**src/rtl/axi_lite_slave_regs.sv**
```systemverilog
// AXI4-Lite slave with a 32-byte register window.
// Registers 0..6 are read/write with byte strobes.
// Register 7 is a read-only ID constant.
// The write and read channels run independently, with one transaction outstanding on each.
//
// Write FSM
//   state   | meaning
//   W_IDLE  | accepting AW and W in any order; capture flags track which ones have arrived
//   W_WRITE | single cycle; commits the strobed bytes on a hit to index 0..6
//   W_RESP  | bvalid high with bresp held until bready
//
// Read FSM
//   state   | meaning
//   R_IDLE  | arready high; an AR handshake loads rdata/rresp
//   R_DATA  | rvalid high with rdata/rresp held until rready
module axi_lite_slave_regs #(
  parameter logic [31:0] BASE_ADDR = 32'h4000_0000,
  parameter logic [31:0] ID_VALUE  = 32'h5249_5343
) (
  input  logic         aclk,
  input  logic         areset_n,
  input  logic [31:0]  awaddr,
  input  logic         awvalid,
  output logic         awready,
  input  logic [31:0]  wdata,
  input  logic [3:0]   wstrb,
  input  logic         wvalid,
  output logic         wready,
  output logic [1:0]   bresp,
  output logic         bvalid,
  input  logic         bready,
  input  logic [31:0]  araddr,
  input  logic         arvalid,
  output logic         arready,
  output logic [31:0]  rdata,
  output logic [1:0]   rresp,
  output logic         rvalid,
  input  logic         rready,
  output logic [255:0] o_regs
);

  localparam logic [1:0] RESP_OKAY   = 2'b00;
  localparam logic [1:0] RESP_SLVERR = 2'b10;

  typedef enum logic [1:0] {W_IDLE, W_WRITE, W_RESP} w_state_t;
  typedef enum logic {R_IDLE, R_DATA} r_state_t;

  w_state_t    w_state, w_state_n;
  r_state_t    r_state, r_state_n;

  logic        live;
  logic        aw_cap, aw_cap_n;
  logic        w_cap, w_cap_n;
  logic [29:0] awaddr_q;
  logic [31:0] wdata_q;
  logic [3:0]  wstrb_q;
  logic [31:0] regs [0:6];
  logic [1:0]  bresp_q;

  logic        aw_hs, w_hs, ar_hs;
  logic        commit;
  logic        w_hit;
  logic [2:0]  w_idx;
  logic        r_hit;
  logic [2:0]  r_idx;
  logic [31:0] rd_val;

  // Address bits [1:0] carry no meaning for word-wide registers.
  logic        unused_addr_bits;
  assign unused_addr_bits = ^{awaddr[1:0], araddr[1:0]};

  // Ready outputs are held low until the first clock edge after reset is released.
  always_ff @(posedge aclk or negedge areset_n) begin
    if (!areset_n) live <= 1'b0;
    else           live <= 1'b1;
  end

  // Handshake readies and the write-address decode.
  always_comb begin
    awready = live && (w_state == W_IDLE) && !aw_cap;
    wready  = live && (w_state == W_IDLE) && !w_cap;
    arready = live && (r_state == R_IDLE);
    aw_hs   = awvalid && awready;
    w_hs    = wvalid && wready;
    ar_hs   = arvalid && arready;
    w_idx   = awaddr_q[2:0];
    w_hit   = (awaddr_q[29:3] == BASE_ADDR[31:5]) && (w_idx != 3'd7);
    r_idx   = araddr[4:2];
    r_hit   = (araddr[31:5] == BASE_ADDR[31:5]);
  end

  // Write FSM: next state and capture flags.
  always_comb begin
    w_state_n = w_state;
    aw_cap_n  = aw_cap;
    w_cap_n   = w_cap;
    commit    = 1'b0;
    case (w_state)
      W_IDLE: begin
        aw_cap_n = aw_cap | aw_hs;
        w_cap_n  = w_cap | w_hs;
        if (aw_cap_n && w_cap_n) w_state_n = W_WRITE;
      end
      W_WRITE: begin
        commit    = 1'b1;
        w_state_n = W_RESP;
      end
      W_RESP: begin
        if (bready) begin
          w_state_n = W_IDLE;
          aw_cap_n  = 1'b0;
          w_cap_n   = 1'b0;
        end
      end
      default: begin
        w_state_n = W_IDLE;
        aw_cap_n  = 1'b0;
        w_cap_n   = 1'b0;
      end
    endcase
  end

  // Write FSM state and capture-flag registers.
  always_ff @(posedge aclk or negedge areset_n) begin
    if (!areset_n) begin
      w_state <= W_IDLE;
      aw_cap  <= 1'b0;
      w_cap   <= 1'b0;
    end else begin
      w_state <= w_state_n;
      aw_cap  <= aw_cap_n;
      w_cap   <= w_cap_n;
    end
  end

  // Hold the captured address and data until the write commits.
  always_ff @(posedge aclk or negedge areset_n) begin
    if (!areset_n) begin
      awaddr_q <= '0;
      wdata_q  <= '0;
      wstrb_q  <= '0;
    end else begin
      if (aw_hs) awaddr_q <= awaddr[31:2];
      if (w_hs) begin
        wdata_q <= wdata;
        wstrb_q <= wstrb;
      end
    end
  end

  // Register file: the strobed byte lanes are written in the W_WRITE cycle.
  always_ff @(posedge aclk or negedge areset_n) begin
    if (!areset_n) begin
      for (int n = 0; n < 7; n++) regs[n] <= '0;
    end else if (commit && w_hit) begin
      for (int n = 0; n < 7; n++) begin
        if (w_idx == 3'(n)) begin
          for (int k = 0; k < 4; k++) begin
            if (wstrb_q[k]) regs[n][8*k +: 8] <= wdata_q[8*k +: 8];
          end
        end
      end
    end
  end

  // Write response code, fixed at commit and held through W_RESP.
  always_ff @(posedge aclk or negedge areset_n) begin
    if (!areset_n)   bresp_q <= RESP_OKAY;
    else if (commit) bresp_q <= w_hit ? RESP_OKAY : RESP_SLVERR;
  end

  assign bvalid = (w_state == W_RESP);
  assign bresp  = bresp_q;

  // Read mux; index 7 returns the ID constant.
  always_comb begin
    rd_val = ID_VALUE;
    for (int n = 0; n < 7; n++) begin
      if (r_idx == 3'(n)) rd_val = regs[n];
    end
  end

  // Read FSM: next state.
  always_comb begin
    r_state_n = r_state;
    case (r_state)
      R_IDLE:  if (ar_hs) r_state_n = R_DATA;
      R_DATA:  if (rready) r_state_n = R_IDLE;
      default: r_state_n = R_IDLE;
    endcase
  end

  // Read FSM state register.
  always_ff @(posedge aclk or negedge areset_n) begin
    if (!areset_n) r_state <= R_IDLE;
    else           r_state <= r_state_n;
  end

  // Read data and response.
  // Because regs is read here with non-blocking semantics, a read on the same edge as a commit sees the pre-write value.
  always_ff @(posedge aclk or negedge areset_n) begin
    if (!areset_n) begin
      rdata <= '0;
      rresp <= RESP_OKAY;
    end else if (ar_hs) begin
      rdata <= r_hit ? rd_val : 32'h0;
      rresp <= r_hit ? RESP_OKAY : RESP_SLVERR;
    end
  end

  assign rvalid = (r_state == R_DATA);

  // Flattened register view for the surrounding logic.
  always_comb begin
    o_regs = '0;
    for (int n = 0; n < 7; n++) o_regs[32*n +: 32] = regs[n];
    o_regs[255:224] = ID_VALUE;
  end

endmodule
```
**config.mk**
```make
export PLATFORM = sky130hd
export DESIGN_NAME = axi_lite_slave_regs
export DESIGN_NICKNAME = d
export VERILOG_FILES = /design/src/rtl/axi_lite_slave_regs.sv
export SDC_FILE = /design/constraint.sdc
export NUM_CORES = 1
export LEC_CHECK = 0
export CAP_MARGIN = 20
export CORE_ASPECT_RATIO = 1.75
export CORE_MARGIN = 8
export CORE_UTILIZATION = 54
export CTS_BUF_LIST = sky130_fd_sc_hd__clkbuf_8
export DETAILED_ROUTE_END_ITERATION = 10
export GPL_TIMING_DRIVEN = 0
export PLACE_DENSITY = 0.88
export RECOVER_POWER = 100
export SYNTH_ARGS = -nofsm -noshare
export SYNTH_HDL_FRONTEND = slang
export SYNTH_SLANG_ARGS = --single-unit
```
**constraint.sdc**
```tcl
create_clock -name aclk -period 4.11 [get_ports aclk]
set_input_delay 0.822 -clock aclk [delete_from_list [all_inputs] [get_ports aclk]]
set_output_delay 0.822 -clock aclk [all_outputs]
set_load 0.01 [all_outputs]
```
==> flow_metrics.tcl <==
set metrics [dict create \
    hold_viol_final 0 \
    io_pins 404 \
    wirelength_mm 53.3 \
    crit_type "reg -> reg" \
    cts_hold_buf 0 \
    drv_slew 122 \
    cp_data_required_time_ps 4610 \
    synth_xor_area_share_pct 0 \
    htreeDepth 2 \
    rsz0062_at_grt "false" \
    worst_setup_path_start_kind "register" \
    relSlewSlack_pct -47.1 \
    grtUsageMet1_pct 32.7 \
    synth_top_family_by_area "multiplexers" \
    track_usage_pct 31.5 \
    drt-vias-per-instance 6.06 \
    worstMarginPinSlew_ps 2190 \
    dp_cells 1838 \
    synth_cells 1068 \
    drc 0 \
    worstSetupEndpointType "register" \
    io_buffers 365 \
    cts_resized 0 \
    final-setup-viol-count 0 \
    ys_ff_latch 330 \
    power_density_nw_per_um2 390 \
    netSwitchingPower_mw 2.32 \
    first_iter_violations 724 \
    netSwitchingFraction_pct 30.0 \
    async_reset_ff_share_pct 100 \
    coreArea_um2 27200 \
    place_congestion 0.875 \
    syn_to_final_growth_pct 32.8 \
    internal_power_mw 5.42 \
    fin_crit_sh_pct 89.5 \
    grt-ovfl-total 0 \
    met2_usage_pct 54.1 \
    vias 11600 \
    drive_gt1_share_pct 30.2 \
    synthFlopType "dfrtp_1" \
    synth_edf_count 0 \
    synth-compound-area-share_pct 8.95 \
    cts_root_buf "clkbuf_8" \
    path_clk_slew_ps 60 \
    wl_per_cell_um 27.8 \
    hp-class "reg -> reg" \
    grt_pass1_wl_mm 78.3 \
    p_leak_nw 9.64 \
    clock-sinks 330 \
    clk_path_buf_depth 3 \
    r2r_slack_ps 430 \
    maxCapViolations 8 \
    critPathMaxFanout 10 \
    p_comb_share_pct 15.5 \
    die_x_um 142 \
    layout.nets 1625 \
    violations "capacitance limit, slew limit" \
    cts_tree "done" \
    synth_area_um2 14900 \
    worstPathArrival_ps 4180 \
    synth_mux_area_share_pct 23.3 \
    period_minus_slack_ps 3680 \
    irDropWorstVdd_v 0.000422 \
    seq_power_share_pct 52.7 \
    dieArea_um2 33400 \
    fmax_mhz 272 \
    dpl.hpwl_mm 38.8 \
    pwr-share-clk_pct 31.8 \
    power.total_mw 7.74 \
    hold_depth 1 \
    synth_simple_gate_area_share_pct 8.81 \
    ant_nets 0 \
    rr_worst_depth 5 \
    grt_max_degree 128 \
    run_status "complete, but fails checks" \
    initial_core_util_pct 54.8 \
    numCtsBuffers 47 \
    cts_setup_buffers 0 \
    synth.distinct_cells 36 \
    row_count 80 \
    dieHeight_um 236 \
    stdcell_count 1916 \
    drt_first_pass_iters 6 \
    clk_latency_ps 620 \
    yosys_warnings 0 \
    grt_pass1_vias 12300 \
    clock_skew_ps 37.8 \
    syn_avg_cell_area_um2 14.0 \
    grt.busiest_layer "met2" \
    synthAdderAreaFrac_pct 0 \
    grt_antenna_before_repair 3 \
    seq_area_frac_synth_pct 55.3 \
    use_met3_pct 8.60 \
]
-- cell usage after synthesis, drive strengths merged (21+ instances only) --
master    n  area (µm²)
a22oi    38         285
or2      34         213
dfrtp   330        8260
o21ai    24         120
o22ai    21         131
nand2    21        78.8
nor2b    24         150
mux2    309        3480
o221ai   41         359
a32o     32         320
clkbuf   47         176
nor4     40         671
buf      49         339
-- flip-flops by register name, indices dropped and copies added, names as in the netlist --
| register | cells |
|---|---|
| aw_cap | 1 |
| awaddr_q | 30 |
| bresp | 1 |
| live | 1 |
| o_regs | 224 |
| rdata | 32 |
| rresp | 1 |
| rvalid | 1 |
| w_cap | 1 |
| w_state | 2 |
| wdata_q | 32 |
| wstrb_q | 4 |
-- worst paths after layout --
path	from	endpoint
setup reg to reg	awaddr_q[17]	o_regs[25]
setup / recovery	awaddr_q[17]	o_regs[25]
min in group asynchronous	areset_n	wdata_q[27]
hold / removal	rdata[6]	rdata[6]
max in group asynchronous	areset_n	o_regs[12]
hold reg to reg	rdata[6]	rdata[6]
-- critical path, stage by stage, from the launching register on --
cell     delay [ps]
dfrtp_1         380
nor4_1          580
nand3_1         230
buf_4           240
nor4_1         1700
mux2_2          470
-- cell usage in the layout, fill, tap and decap left out, types with 32 or more instances in the layout --
cell,Yosys,final
a22oi_1,38,38
a32o_1,32,32
buf_4,38,39
clkbuf_1,47,48
clkbuf_8,0,57
clkdlybuf4s50_1,0,99
conb_1,2,35
dfrtp_1,330,330
dlygate4sd3_1,0,265
mux2_2,309,299
o221ai_1,41,41
or2_2,34,34
-- layer usage --
metal	vias up	wire length [µm]
li1	4869	-
met1	5904	18000
met2	625	27100
met3	205	4250
met4	0	3950
met5	-	0
-- area by class of cell --
cell class	count	area [µm²]
Antenna cell	3	7.51
Buffer	96	514
Clock buffer	57	785
Clock inverter	18	77.6
Fill cell	1863	7400
Inverter	4	15.0
Multi-Input combinational cell	671	5990
Sequential cell	330	8260
Tap cell	369	462
Timing Repair Buffer	368	3710
-- power groups by stage --
stage                     combinational (mW)  clock, mW  sequential (mW)
after floorplan                        0.818          0             3.92
after global placement                  1.19          0             4.08
after detailed placement                1.24          0             4.11
after CTS                               1.24       2.48             4.06
after global routing                    1.29       2.62             4.12
final                                   1.20       2.46             4.08
-- logic make-up after synthesis --
family | after synthesis
flops | 330
other cells | 2
simple gates | 155
compound gates | 172
buf+inv | 100
mux | 309
-- metrics by stage --
stage	instance area [µm²]	worst slack (ps)	hold slack (ps)	util [%]	TNS, ps
5_1_grt	19800	389	499	72.8	0
3_3_place_gp	19200	-11590	473	70.4	-3816260
6_report	19800	433	486	72.8	0
2_1_floorplan	15100	1720	460	-	0
3_5_place_dp	19200	70.4	484	70.7	0
4_1_cts	20100	699	212	73.8	0
Note: power is estimated with default switching activity, not from simulation.
